==> src/rtl/water_dispenser_multi.sv <==
// Multi-channel water dispenser controller: digit entry via one-hot switches,
// then a prescaled countdown with one valve open; cancel clears or aborts.
module water_dispenser_multi #(
  parameter int SWITCH_COUNT   = 10,
  parameter int MAX_DIGITS     = 4,
  parameter int TIME_WIDTH     = 14,
  parameter int CHANNELS       = 4,
  parameter int CH_WIDTH       = 2,
  parameter int TICKS_PER_UNIT = 1000
) (
  input  logic                                  clock,
  input  logic                                  reset,
  input  logic [SWITCH_COUNT-1:0]               switches,
  input  logic [CH_WIDTH-1:0]                   channel,
  input  logic                                  button_add,
  input  logic                                  button_ok,
  input  logic                                  button_cancel,
  output logic [TIME_WIDTH-1:0]                 total_time,
  output logic [CHANNELS-1:0]                   valves,
  output logic                                  busy,
  output logic                                  done,
  output logic                                  error,
  output logic [$clog2(MAX_DIGITS+1)-1:0]       digit_count
);

  localparam int DC_W  = $clog2(MAX_DIGITS + 1);
  localparam int PS_W  = (TICKS_PER_UNIT > 1) ? $clog2(TICKS_PER_UNIT) : 1;
  localparam int SC_W  = $clog2(SWITCH_COUNT + 1);
  localparam logic [DC_W-1:0]       MAX_DC    = DC_W'(MAX_DIGITS);
  localparam logic [PS_W-1:0]       TICK_LAST = PS_W'(TICKS_PER_UNIT - 1);
  localparam logic [TIME_WIDTH-1:0] RADIX     = TIME_WIDTH'(SWITCH_COUNT);

  typedef enum logic {IDLE, DISPENSE} state_t;

  state_t                state;
  logic [PS_W-1:0]       prescaler;
  logic                  add_q, ok_q, cancel_q;
  logic                  add_ev, ok_ev, cancel_ev;
  logic [SC_W-1:0]       sw_count;
  logic [TIME_WIDTH-1:0] sw_index;
  logic                  channel_ok;

  assign add_ev     = button_add    & ~add_q;
  assign ok_ev      = button_ok     & ~ok_q;
  assign cancel_ev  = button_cancel & ~cancel_q;
  assign channel_ok = (32'(channel) < CHANNELS);

  // Count set switches and remember the index of the (last) set one.
  always_comb begin
    sw_count = '0;
    sw_index = '0;
    for (int i = 0; i < SWITCH_COUNT; i++) begin
      if (switches[i]) begin
        sw_count = sw_count + 1'b1;
        sw_index = TIME_WIDTH'(i);
      end
    end
  end

  always_ff @(posedge clock) begin
    if (reset) begin
      state       <= IDLE;
      total_time  <= '0;
      valves      <= '0;
      busy        <= 1'b0;
      done        <= 1'b0;
      error       <= 1'b0;
      digit_count <= '0;
      prescaler   <= '0;
      add_q       <= 1'b0;
      ok_q        <= 1'b0;
      cancel_q    <= 1'b0;
    end else begin
      add_q    <= button_add;
      ok_q     <= button_ok;
      cancel_q <= button_cancel;
      done     <= 1'b0;
      error    <= 1'b0;
      case (state)
        IDLE: begin
          if (cancel_ev) begin
            total_time  <= '0;
            digit_count <= '0;
          end else if (ok_ev) begin
            if (total_time != '0 && channel_ok) begin
              valves      <= CHANNELS'(1) << channel;
              busy        <= 1'b1;
              prescaler   <= '0;
              digit_count <= '0;
              state       <= DISPENSE;
            end else begin
              error <= 1'b1;
            end
          end else if (add_ev && digit_count < MAX_DC) begin
            // A full entry silently ignores further digits; otherwise demand one-hot.
            if (sw_count == SC_W'(1)) begin
              total_time  <= total_time * RADIX + sw_index;
              digit_count <= digit_count + 1'b1;
            end else begin
              error <= 1'b1;
            end
          end
        end
        DISPENSE: begin
          if (cancel_ev) begin
            valves     <= '0;
            busy       <= 1'b0;
            total_time <= '0;
            state      <= IDLE;
          end else if (prescaler == TICK_LAST) begin
            prescaler <= '0;
            if (total_time <= TIME_WIDTH'(1)) begin
              total_time <= '0;
              valves     <= '0;
              busy       <= 1'b0;
              done       <= 1'b1;
              state      <= IDLE;
            end else begin
              total_time <= total_time - 1'b1;
            end
          end else begin
            prescaler <= prescaler + 1'b1;
          end
        end
        default: state <= IDLE;
      endcase
    end
  end

endmodule

==> config.mk <==
export PLATFORM = sky130hd
export DESIGN_NAME = water_dispenser_multi
export DESIGN_NICKNAME = d
export VERILOG_FILES = /design/src/rtl/water_dispenser_multi.sv
export SDC_FILE = /design/constraint.sdc
export NUM_CORES = 1
export LEC_CHECK = 0
export ABC_CLOCK_PERIOD_IN_PS = 8700
export BUFFER_PORTS_ARGS = -buffer_cell sky130_fd_sc_hd__buf_4
export CELL_PAD_IN_SITES_DETAIL_PLACEMENT = 0
export CELL_PAD_IN_SITES_GLOBAL_PLACEMENT = 1
export CORE_ASPECT_RATIO = 0.7
export CORE_UTILIZATION = 44
export DETAILED_ROUTE_END_ITERATION = 10
export GPL_TIMING_DRIVEN = 1
export PLACE_DENSITY_LB_ADDON = 0.1
export SETUP_SLACK_MARGIN = 0.4
export SLEW_MARGIN = 15
export SYNTH_ARGS = -nofsm -noshare
export SYNTH_HDL_FRONTEND = slang
export SYNTH_SLANG_ARGS = --single-unit
export TNS_END_PERCENT = 5
==> constraint.sdc <==
create_clock -name clock -period 8.7 [get_ports clock]
set_input_delay 2.175 -clock clock [delete_from_list [all_inputs] [get_ports clock]]
set_output_delay 2.175 -clock clock [all_outputs]
set_load 0.01 [all_outputs]
==> results of run 1 <==
## per-layer routing
metal,GRT usage,part of all wire,up-vias
met4,0.0320,0.0032,0
met2,0.330,0.42,66
met5,0,0,-
li1,-,-,1730
met1,0.325,0.54,1556
met3,0.0383,0.044,5
## where the power goes
part / leakage [nW] / switching (mW) / total, mW / internal, mW
clock: 0.0971 / 0.0742 / 0.246 / 0.172
combinational: 1.40 / 0.218 / 0.378 / 0.160
sequential: 0.308 / 0.0191 / 0.205 / 0.186
## flip-flops by register name (all words and copies together) (netlist names)
signal,count
state,1
done,1
cancel_q,1
digit_count,3
prescaler,10
valves,4
total_time,14
error,1
add_q,1
ok_q,1
busy,1
## synthesized netlist by cell type (all sizes together) (2+ instances only)
master / instances / share of area
a211o: 2 / 0.0049
nor2b: 12 / 0.021
o21a: 2 / 0.0042
xnor3: 5 / 0.033
nor4: 8 / 0.014
nand2b: 8 / 0.014
o211ai: 4 / 0.0084
nand2: 37 / 0.039
a22oi: 6 / 0.013
buf: 6 / 0.0095
and3: 6 / 0.011
nor4b: 2 / 0.0049
a21o: 4 / 0.0084
clkbuf: 9 / 0.0095
nand3: 15 / 0.022
xnor2: 26 / 0.066
o21ai: 27 / 0.038
nor3b: 4 / 0.0084
nor3: 10 / 0.014
mux2: 2 / 0.0063
or2: 2 / 0.0035
a21oi: 28 / 0.039
xor2: 10 / 0.031
inv: 17 / 0.018
a31o: 2 / 0.0049
dfxtp: 38 / 0.21
a31oi: 14 / 0.026
o22ai: 2 / 0.0035
nand4: 3 / 0.0053
a311oi: 5 / 0.012
o211a: 3 / 0.0084
o311a: 3 / 0.0084
o221ai: 2 / 0.0049
fa: 2 / 0.011
or4: 2 / 0.0042
a211oi: 5 / 0.011
and3b: 2 / 0.0049
nor2: 65 / 0.069
o41ai: 2 / 0.0070
ha: 35 / 0.12
## worst max-delay path, delay by kind of cell
| kind | cells | cell delay, ps |
|---|---|---|
| buffers and inverters | 2 | 160 |
| AO/OA/AOI/OAI | 8 | 1260 |
| AND/OR/NAND/NOR | 11 | 1670 |
| adder cells (fa/ha/maj) | 8 | 2280 |
| multiplexers | 2 | 400 |
## worst max path at each step
| stage | start | endpoint | slack [ps] | cells after the start |
|---|---|---|---|---|
| 2_1_floorplan | switches[0] | total_time[13]$_SDFFE_PP0P_ | 1320 | 29 |
| 3_3_place_gp | switches[0] | total_time[13]$_SDFFE_PP0P_ | 930 | 31 |
| 3_5_place_dp | switches[0] | total_time[13]$_SDFFE_PP0P_ | 740 | 30 |
| 4_1_cts | switches[0] | total_time[13]$_SDFFE_PP0P_ | 1010 | 31 |
| 5_1_grt | switches[0] | total_time[13]$_SDFFE_PP0P_ | 500 | 31 |
| 6_report | switches[0] | total_time[13]$_SDFFE_PP0P_ | 940 | 31 |
## cells by family (layout without fill, tap and decap cells)
group / Yosys count / after routing / share of synthesized area
muxes: 3 / 3 / 0.00912
adders and majority gates: 37 / 37 / 0.134
buffers and inverters: 32 / 66 / 0.0368
and+or+nand+nor: 181 / 181 / 0.246
xor gates and xnor gates: 41 / 41 / 0.129
DFF: 38 / 38 / 0.213
AOI/OAI and AO/OA: 122 / 122 / 0.231
## cells in the final DEF (no fill, tap or decap), types with 3 or more instances in the layout
cell                        netlist  layout
sky130_fd_sc_hd__a211oi_1         5       5
sky130_fd_sc_hd__a21o_1           4       4
sky130_fd_sc_hd__a21oi_1         28      28
sky130_fd_sc_hd__a22oi_1          6       6
sky130_fd_sc_hd__a311oi_1         5       5
sky130_fd_sc_hd__a31oi_1         13      13
sky130_fd_sc_hd__and3_1           6       6
sky130_fd_sc_hd__buf_4            2      41
sky130_fd_sc_hd__clkbuf_16        0       5
sky130_fd_sc_hd__dfxtp_1         38      38
sky130_fd_sc_hd__ha_1            35      35
sky130_fd_sc_hd__inv_1           14      14
sky130_fd_sc_hd__inv_2            3       3
sky130_fd_sc_hd__nand2_1         37      37
sky130_fd_sc_hd__nand2b_1         8       8
sky130_fd_sc_hd__nand3_1         14      14
sky130_fd_sc_hd__nand4_1          3       3
sky130_fd_sc_hd__nor2_1          64      64
sky130_fd_sc_hd__nor2b_1         12      12
sky130_fd_sc_hd__nor3_1          10      10
sky130_fd_sc_hd__nor3b_1          4       4
sky130_fd_sc_hd__nor4_1           8       8
sky130_fd_sc_hd__o211a_1          3       3
sky130_fd_sc_hd__o211ai_1         4       4
sky130_fd_sc_hd__o21ai_0         19      19
sky130_fd_sc_hd__o21ai_1          8       8
sky130_fd_sc_hd__o311a_1          3       3
sky130_fd_sc_hd__xnor2_1         25      25
sky130_fd_sc_hd__xnor3_2          3       3
sky130_fd_sc_hd__xor2_1           7       7
sky130_fd_sc_hd__xor2_2           3       3
## cell type report
cell class,count,area (um2)
Clock buffer,6,139
Sequential cell,38,761
Multi-Input combinational cell,384,2670
Fill cell,760,3740
Timing Repair Buffer,41,308
Inverter,17,63.8
Clock inverter,2,60.1
Tap cell,101,126
==> impl_results.rst, run 1 <==
.. list-table::
   :header-rows: 1

   * - Metric
     - Value
   * - Outcome
     - finished, final reports clean
   * - Final slew viol count
     - 0
   * - Commonest register cell after synthesis
     - sky130_fd_sc_hd__dfxtp_1
   * - Root Buffer
     - sky130_fd_sc_hd__clkbuf_16
   * - Via density per instance
     - around 5.7
   * - Via count of the first global-routing pass
     - 3165
   * - Portion of the clock cycle consumed by the worst path in the final layout
     - 0.892
   * - Unrepaired setup endpoints after global routing
     - false
   * - Count of standard-cell rows
     - 27
   * - Maximum fanout encountered on the critical timing path
     - 10
   * - Antenna violations before repair
     - 0
   * - Die X-Extent
     - between 100 and 150 um
   * - Sequential share of the synthesized area
     - 0.213
   * - Most used cell along the critical path
     - sky130_fd_sc_hd__ha_1
   * - CTS buffer count
     - 5
   * - Final hold viol count
     - 0
   * - All-Layer GR Usage
     - 0.218
   * - Overall power consumption
     - 829 uW
   * - Hold_sp
     - busy$_SDFFE_PP0P_
   * - Pre-antenna DRT Iters
     - 4
   * - CTS tree
     - built
   * - Path category of the worst min-delay check
     - flop to flop
   * - Count of max-cap constraint violations
     - 0
   * - Average size of a mapped cell
     - between 7 and 8 um2
   * - Post-layout minimum cycle time
     - approximately 7800 ps
   * - Minimum setup slack after placement
     - 742 ps
   * - Overall via count from detail_route
     - around 3400
   * - Number of DRC markers after the initial detailed-route iteration
     - between 200 and 300
   * - Post-layout util
     - 0.525
   * - Syn_nets
     - 508
   * - P&R area growth vs syn
     - 15.9%
   * - H-tree depth
     - 2
   * - Total Nets Final
     - 541
   * - Cells after synthesis
     - around 450
   * - Sink Count
     - 38
   * - Worst-skew pair later-pin latency
     - 290 ps
   * - Launching point of the worst reg2reg path
     - total_time[4]$_SDFFE_PP0P_
   * - Smallest setup slack after layout
     - 935 ps
   * - Fmax
     - 129 MHz
   * - IO Pins
     - 41
   * - Number of warnings reported in the yosys synthesis log
     - 0
   * - Worst path arrival time
     - 7980 ps
   * - Clock tree skew after final layout
     - 7.37 ps
   * - End point of the most critical hold path
     - busy$_SDFFE_PP0P_
   * - Post-route standard cell area excluding fillers
     - around 4100 um2
   * - Number of placed instances, taps included
     - 581
   * - Final count of negative-setup-slack endpoints
     - 0
   * - First-pass GRT wire length
     - 14800 um
   * - Classification of the worst setup path
     - primary input to flop
   * - Share of layout cells above drive strength 1
     - 0.141
   * - Post-synthesis instance area
     - 3570 um2
   * - Estimated wirelength of the detail-placed design
     - 6700 um
   * - Hold slack final
     - approximately 470 ps
   * - Resize count post-CTS
     - 0
   * - Antenna diode count
     - 0
   * - Final cell count without fillers
     - 589
   * - Least-Margin Pin Slew
     - ~860 ps
   * - Number of hold-repair buffers added at the cts stage
     - 0
   * - Setup fix buffers added after clock tree synthesis
     - 0
   * - Element type at the critical path end
     - flop
   * - Clock-pin transition on the worst setup and hold timing paths
     - 60 ps
   * - Number of nets still failing antenna checks after routing
     - 0
   * - Leakage
     - 1.81 nW
   * - Floorplan die area
     - 8470 um2
   * - Maximum clock path buffer count
     - 2
   * - Weighted congestion at the end of routability-driven global placement
     - 0.810
   * - Max IR drop VDD
     - 0.0000953 V
   * - Area of placed instances
     - 3930 um2
   * - Per-cell routed wire length
     - 14.7 um
   * - Largest stage delay on the critical path
     - 550 ps
   * - Number of enable-type register cells in the synthesized netlist
     - 0
   * - Final Routed Wirelength
     - ~8700 um
   * - Distinct cell type count of the synthesized netlist
     - 69
   * - Critical Path RT
     - 8910 ps
   * - Chip Height
     - 77.3 um
   * - Max-Slew Margin vs Limit
     - 0.427
   * - Cell count of the worst reg-to-reg path
     - 12
   * - Worst hold path cell count
     - 2
   * - Pwr/cell area
     - between 200 and 250 nW/um2
   * - Maximum number of pins on one net before global-route repair
     - 32
   * - Starting Density
     - 0.453
   * - Number of register bits inferred by synthesis
     - 38
   * - Asr flop ratio synth
     - 0
   * - Total global routing overflow
     - 0
   * - Worst reg2reg setup slack
     - approximately 5300 ps
   * - Crit path launch type
     - primary input
   * - Final routed DRC violation total
     - 0
   * - Placeable core area
     - 7870 um2
   * - Critical R2R Capture
     - total_time[13]$_SDFFE_PP0P_
   * - Critical Path Slowest Stage Cell
     - sky130_fd_sc_hd__or4_1
   * - Number of I/O port buffers
     - 40
   * - Accumulated negative setup slack
     - 0 ps
No activity file was read; power rests on OpenSTA's default activity.
==> run 2, diff against run 1 <==
Settings changed: ABC_CLOCK_PERIOD_IN_PS 8700 to 6520, CORE_UTILIZATION 44 to 40.
Clock period 8.7 ns to 6.52 ns, I/O delays scaled along.
==> run 2 against run 1 <==
Non-clock buffer count up 27; final area up 9.4%; critical path type unchanged; highest routed layer unchanged; sequential cell count did not move; critical path depth stayed put; clock power fell by 2%; critical endpoint is now total_time[0]$_SDFFE_PP0P_.
==> impl_results.rst, run 2 (synthesis gave the netlist of run 1 again) <==
.. list-table::
   :header-rows: 1

   * - Metric
     - Value
   * - Pre-antenna DRT Iters
     - 4
   * - Sink Count
     - 38
   * - Weighted congestion at the end of routability-driven global placement
     - around 0.86
   * - Worst-skew pair later-pin latency
     - 280 ps
   * - Classification of the worst setup path
     - primary input to flop
   * - Area of placed instances
     - 4160 um2
   * - Least-Margin Pin Slew
     - 958 ps
   * - Critical Path RT
     - 6660 ps
   * - Accumulated negative setup slack
     - 0 ps
   * - CTS buffer count
     - 5
   * - Pwr/cell area
     - roughly 250 nW/um2
   * - Estimated wirelength of the detail-placed design
     - 7070 um
   * - Number of I/O port buffers
     - 40
   * - Floorplan die area
     - 9300 um2
   * - Overall power consumption
     - around 1.1 mW
   * - Flip-flop count of the largest register, all copies and words added
     - 14
   * - Reg with most FFs
     - total_time
   * - Placeable core area
     - roughly 8500 um2
   * - All-Layer GR Usage
     - 0.218
   * - Maximum number of pins on one net before global-route repair
     - 32
   * - First-pass GRT wire length
     - 15900 um
   * - Via density per instance
     - between 5 and 6
   * - Crit path launch type
     - primary input
   * - Count of max-cap constraint violations
     - 0
   * - Worst path arrival time
     - 6420 ps
   * - Max IR drop VDD
     - 0.000119 V
   * - Per-cell routed wire length
     - 14.8 um
   * - Clock-pin transition on the worst setup and hold timing paths
     - ~50 ps
   * - Share of power burned in the clock network
     - 0.211
   * - Proportion of total power due to net switching
     - 0.391
   * - Number of DRC markers after the initial detailed-route iteration
     - between 200 and 250
   * - Most common cell after layout, fill and taps aside
     - sky130_fd_sc_hd__nor2_1
   * - CTS tree
     - built
   * - IO Pins
     - 41
   * - Final count of negative-setup-slack endpoints
     - 0
   * - Starting Density
     - 0.417
   * - Registers with the most flip-flops
     - total_time: 14 flops, prescaler: 10 flops, valves: 4 flops
   * - Launching point of the worst reg2reg path
     - total_time[4]$_SDFFE_PP0P_
   * - Final routed DRC violation total
     - 0
   * - Chip Height
     - just over 80 um
   * - Outcome
     - finished, final reports clean
   * - Leakage
     - just under 2 nW
   * - Critical Path Slowest Stage Cell
     - sky130_fd_sc_hd__a222oi_1
   * - Antenna violations before repair
     - 0
   * - Post-route standard cell area excluding fillers
     - roughly 4500 um2
   * - H-tree depth
     - 2
   * - Root Buffer
     - sky130_fd_sc_hd__clkbuf_16
   * - Total Nets Final
     - 568
   * - Internal Pwr Total
     - 692 uW
   * - Top library cells by usage in the layout, fill and taps aside
     - sky130_fd_sc_hd__nor2_1, sky130_fd_sc_hd__buf_4, sky130_fd_sc_hd__dfxtp_1, sky130_fd_sc_hd__nand2_1, sky130_fd_sc_hd__ha_1
   * - Unrepaired setup endpoints after global routing
     - true
   * - Share of layout cells above drive strength 1
     - 0.230
   * - Hold_sp
     - busy$_SDFFE_PP0P_
   * - Total global routing overflow
     - 0
   * - Path category of the worst min-delay check
     - flop to flop
   * - Final hold viol count
     - 0
   * - Portion of the clock cycle consumed by the worst path in the final layout
     - 0.964
   * - Die X-Extent
     - 115 um
   * - Number of nets still failing antenna checks after routing
     - 0
   * - Combinational share of power
     - 0.548
   * - Largest stage delay on the critical path
     - about 300 ps
   * - Start point of the critical path
     - switches[1]
   * - Hold slack final
     - roughly 460 ps
   * - Most used cell along the critical path
     - sky130_fd_sc_hd__ha_4
   * - Count of standard-cell rows
     - 28
   * - Antenna diode count
     - 0
   * - Overall via count from detail_route
     - about 3500
   * - Maximum fanout encountered on the critical timing path
     - 5
   * - P&R area growth vs syn
     - 26.7%
   * - Max-Slew Margin vs Limit
     - 0.359
   * - Post-layout minimum cycle time
     - 6290 ps
   * - Clock tree skew after final layout
     - 2.47 ps
   * - Via count of the first global-routing pass
     - ~3300
   * - Smallest setup slack after layout
     - roughly 230 ps
   * - Net switching power
     - 445 uW
   * - Minimum setup slack after placement
     - -275 ps
   * - Final slew viol count
     - 0
   * - Maximum clock path buffer count
     - 2
   * - Fmax
     - 159 MHz
   * - Power share of the sequential group
     - 0.241
   * - Element type at the critical path end
     - flop
   * - Final Routed Wirelength
     - 9340 um
-- run 2: cell types whose count changed in the layout (fill, tap and decap cells not counted), moves of 3 or more --
cell                      before  now
sky130_fd_sc_hd__buf_4        41   62
sky130_fd_sc_hd__buf_6         0    4
sky130_fd_sc_hd__ha_1         35   28
sky130_fd_sc_hd__ha_4          0    6
sky130_fd_sc_hd__nand2_1      37   32
sky130_fd_sc_hd__nand2_2       0    3
-- run 2: metrics by stage --
stage,std cells,utilization
after floorplan,454,-
after global placement,617,0.487
after detailed placement,617,0.487
after CTS,630,0.518
after global routing,633,0.529
final,633,0.529
-- run 2: layout make-up --
cell class                      count  area [um2]
Inverter                           17        68.8
Clock buffer                        6         139
Tap cell                          120         150
Sequential cell                    38         761
Multi-Input combinational cell    384        2860
Fill cell                         841        4030
Timing Repair Buffer               68         541
-- run 2: routing by layer --
| layer | vias up | share of wire | track usage |
|---|---|---|---|
| met5 | - | 0 | 0 |
| met4 | 0 | 0.0063 | 0.0377 |
| met3 | 7 | 0.040 | 0.0373 |
| met2 | 66 | 0.43 | 0.344 |
| met1 | 1618 | 0.53 | 0.314 |
| li1 | 1783 | - | - |
-- run 2: worst paths after layout --
path	end	slack, ps	cells after the start
max	total_time[0]$_SDFFE_PP0P_	230	31
min	busy$_SDFFE_PP0P_	460	2
max reg2reg	total_time[13]$_SDFFE_PP0P_	2990	12
min reg2reg	busy$_SDFFE_PP0P_	460	2
-- run 2: power groups by stage --
| stage | registers [mW] | clock network, mW | logic [mW] |
|---|---|---|---|
| 3_3_place_gp | 0.279 | 0 | 0.556 |
| 2_1_floorplan | 0.276 | 0 | 0.404 |
| 5_1_grt | 0.277 | 0.256 | 0.698 |
| 6_report | 0.274 | 0.240 | 0.623 |
| 3_5_place_dp | 0.279 | 0 | 0.562 |
| 4_1_cts | 0.274 | 0.245 | 0.602 |
-- run 2: what timing repair did --
item | in CTS | in global routing
hold buffers | 0 | 0
resized for setup | 17 | 12
pin swaps | 16 | 18
endpoints found under the setup margin | 18 | 18
setup buffers | 7 | 3
-- run 2: critical path: cells and delay by family --
kind,cells,cell delay (ps)
compound gates,8,1000
buf+inv,3,330
simple gates,9,900
xor+xnor,1,160
mux,2,410
fa+ha+maj,8,1990
==> run 3, diff against run 2 <==
Settings changed: ABC_CLOCK_PERIOD_IN_PS 6520 to 7000, CORE_UTILIZATION 40 to 44.
Clock period 6.52 ns to 7 ns, I/O delays scaled along.
==> run 3 against run 2 <==
Sequential cell count did not move; non-clock buffer count decreased by 16; cell count is 5.2% lower; highest routed layer unchanged; routed wire length decreased by 1.6%; sequential share of layout area grew 0.59 points; clock power is 28% higher; critical path depth unchanged.
==> impl_results.rst, run 3 (synthesis gave the netlist of run 1 again) <==
.. list-table::
   :header-rows: 1

   * - Metric
     - Value
   * - Maximum clock path buffer count
     - 2
   * - Worst path arrival time
     - 6700 ps
   * - Sink Count
     - 38
   * - Count of max-cap constraint violations
     - 0
   * - Post-layout util
     - 0.554
   * - Share of layout cells above drive strength 1
     - 0.196
   * - IO Pins
     - 41
   * - Portion of the clock cycle consumed by the worst path in the final layout
     - 0.936
   * - Number of DRC markers after the initial detailed-route iteration
     - 222
   * - Weighted congestion at the end of routability-driven global placement
     - a little over 0.8
   * - Fmax
     - roughly 150 MHz
   * - Chip Height
     - 77.3 um
   * - Clock tree skew after final layout
     - just under 5 ps
   * - Final routed DRC violation total
     - 0
   * - CTS buffer count
     - 5
   * - Root Buffer
     - sky130_fd_sc_hd__clkbuf_16
   * - Final hold viol count
     - 0
   * - Largest stage delay on the critical path
     - 310 ps
   * - Pre-antenna DRT Iters
     - 5
   * - CP delay by family, top
     - adder cells
   * - Via count of the first global-routing pass
     - 3214
   * - All-Layer GR Usage
     - 0.230
   * - Floorplan die area
     - 8470 um2
   * - Critical Path RT
     - 7150 ps
   * - Most common cell after layout, fill and taps aside
     - sky130_fd_sc_hd__nor2_1
   * - Top library cells by usage in the layout, fill and taps aside
     - sky130_fd_sc_hd__nor2_1, sky130_fd_sc_hd__buf_4, sky130_fd_sc_hd__dfxtp_1, sky130_fd_sc_hd__nand2_1, sky130_fd_sc_hd__ha_1
   * - P&R area growth vs syn
     - 22.4%
   * - Antenna diode count
     - 0
   * - Die X-Extent
     - 110 um
   * - Reg with most FFs
     - total_time
   * - Antenna violations before repair
     - 0
   * - Maximum number of pins on one net before global-route repair
     - 32
   * - Element type at the critical path end
     - flop
   * - H-tree depth
     - 2
   * - Placeable core area
     - 7870 um2
   * - Worst reg2reg setup slack
     - 3600 ps
   * - Registers with the most flip-flops
     - total_time: 14 flops, prescaler: 10 flops, valves: 4 flops
   * - Crit path launch type
     - primary input
   * - Critical Path Slowest Stage Cell
     - sky130_fd_sc_hd__ha_1
   * - Max IR drop VDD
     - 0.000159 V
   * - Total global routing overflow
     - 0
   * - Total Nets Final
     - 552
   * - CTS tree
     - built
   * - Via density per instance
     - 5.82
   * - Post-route standard cell area excluding fillers
     - 4360 um2
   * - Clock-pin transition on the worst setup and hold timing paths
     - roughly 60 ps
   * - Post-layout minimum cycle time
     - 6550 ps
   * - Per-cell routed wire length
     - 15.3 um
   * - Number of buffer and inverter instances along the worst setup path
     - 3
   * - Maximum fanout encountered on the critical timing path
     - 5
   * - Estimated wirelength of the detail-placed design
     - 6800 um
   * - Count of standard-cell rows
     - 27
   * - Flip-flop count of the largest register, all copies and words added
     - 14
   * - Final count of negative-setup-slack endpoints
     - 0
   * - First-pass GRT wire length
     - 15300 um
   * - Worst-skew pair later-pin latency
     - around 290 ps
   * - Accumulated negative setup slack
     - 0 ps
   * - Unrepaired setup endpoints after global routing
     - true
   * - Classification of the worst setup path
     - primary input to flop
   * - Number of nets still failing antenna checks after routing
     - 0
   * - Final slew viol count
     - 0
   * - Outcome
     - finished, final reports clean
   * - Path category of the worst min-delay check
     - flop to flop
   * - Starting Density
     - 0.453
   * - Leakage
     - 1.88 nW
   * - Final Routed Wirelength
     - 9180 um
   * - Area of placed instances
     - between 4000 and 5000 um2
   * - Least-Margin Pin Slew
     - 882 ps
   * - Pwr/cell area
     - around 250 nW/um2
   * - Overall via count from detail_route
     - about 3500
   * - Max-Slew Margin vs Limit
     - 0.410
   * - Number of I/O port buffers
     - 40
   * - Number of hold-repair buffers added at the cts stage
     - 0
## run 3: final timing paths
kind | start | to | depth (start not counted)
max | switches[0] | total_time[0]$_SDFFE_PP0P_ | 31
min | busy$_SDFFE_PP0P_ | busy$_SDFFE_PP0P_ | 2
max reg2reg | total_time[4]$_SDFFE_PP0P_ | total_time[13]$_SDFFE_PP0P_ | 12
min reg2reg | busy$_SDFFE_PP0P_ | busy$_SDFFE_PP0P_ | 2
## run 3: timing repair
| item | CTS | global route |
|---|---|---|
| gates resized for setup | 2 | 11 |
| gates cloned | 0 | 0 |
| setup buffers | 3 | 6 |
| pin swaps | 5 | 11 |
| setup endpoints to repair | 9 | 18 |
## run 3: worst min-delay path: stages (launching register included)
cell	delay (ps)
sky130_fd_sc_hd__dfxtp_1	310
sky130_fd_sc_hd__nand2_1	50
sky130_fd_sc_hd__a21oi_1	50
## run 3: per-layer routing
layer  vias to the layer above  track usage  share of wire
met5                         -            0              0
met4                         0       0.0573          0.013
met3                        12       0.0417          0.040
met2                        79        0.331           0.42
met1                      1645        0.348           0.53
li1                       1758            -              -
## run 3: through the flow
step                      total power, mW  hold slack [ps]  setup WS, ps  std cells
after floorplan                     0.633              449           355        454
after global placement              0.745              455           150        583
after detailed placement            0.748              461         -26.9        583
after CTS                            1.06              470           430        594
after global routing                 1.19              491           197        600
final                                1.11              465           448        600
## run 3: final cells by class
| cell class | instances | area (um2) |
|---|---|---|
| Clock buffer | 6 | 139 |
| Timing Repair Buffer | 52 | 394 |
| Sequential cell | 38 | 761 |
| Inverter | 17 | 63.8 |
| Clock inverter | 2 | 60.1 |
| Multi-Input combinational cell | 384 | 2820 |
| Tap cell | 101 | 126 |
| Fill cell | 717 | 3510 |
## run 3: power by group
group / leakage [nW] / internal, mW / switching, mW / total, mW
sequential: 0.308 / 0.231 / 0.0248 / 0.256
combinational: 1.48 / 0.247 / 0.302 / 0.549
clock: 0.0971 / 0.214 / 0.0918 / 0.306
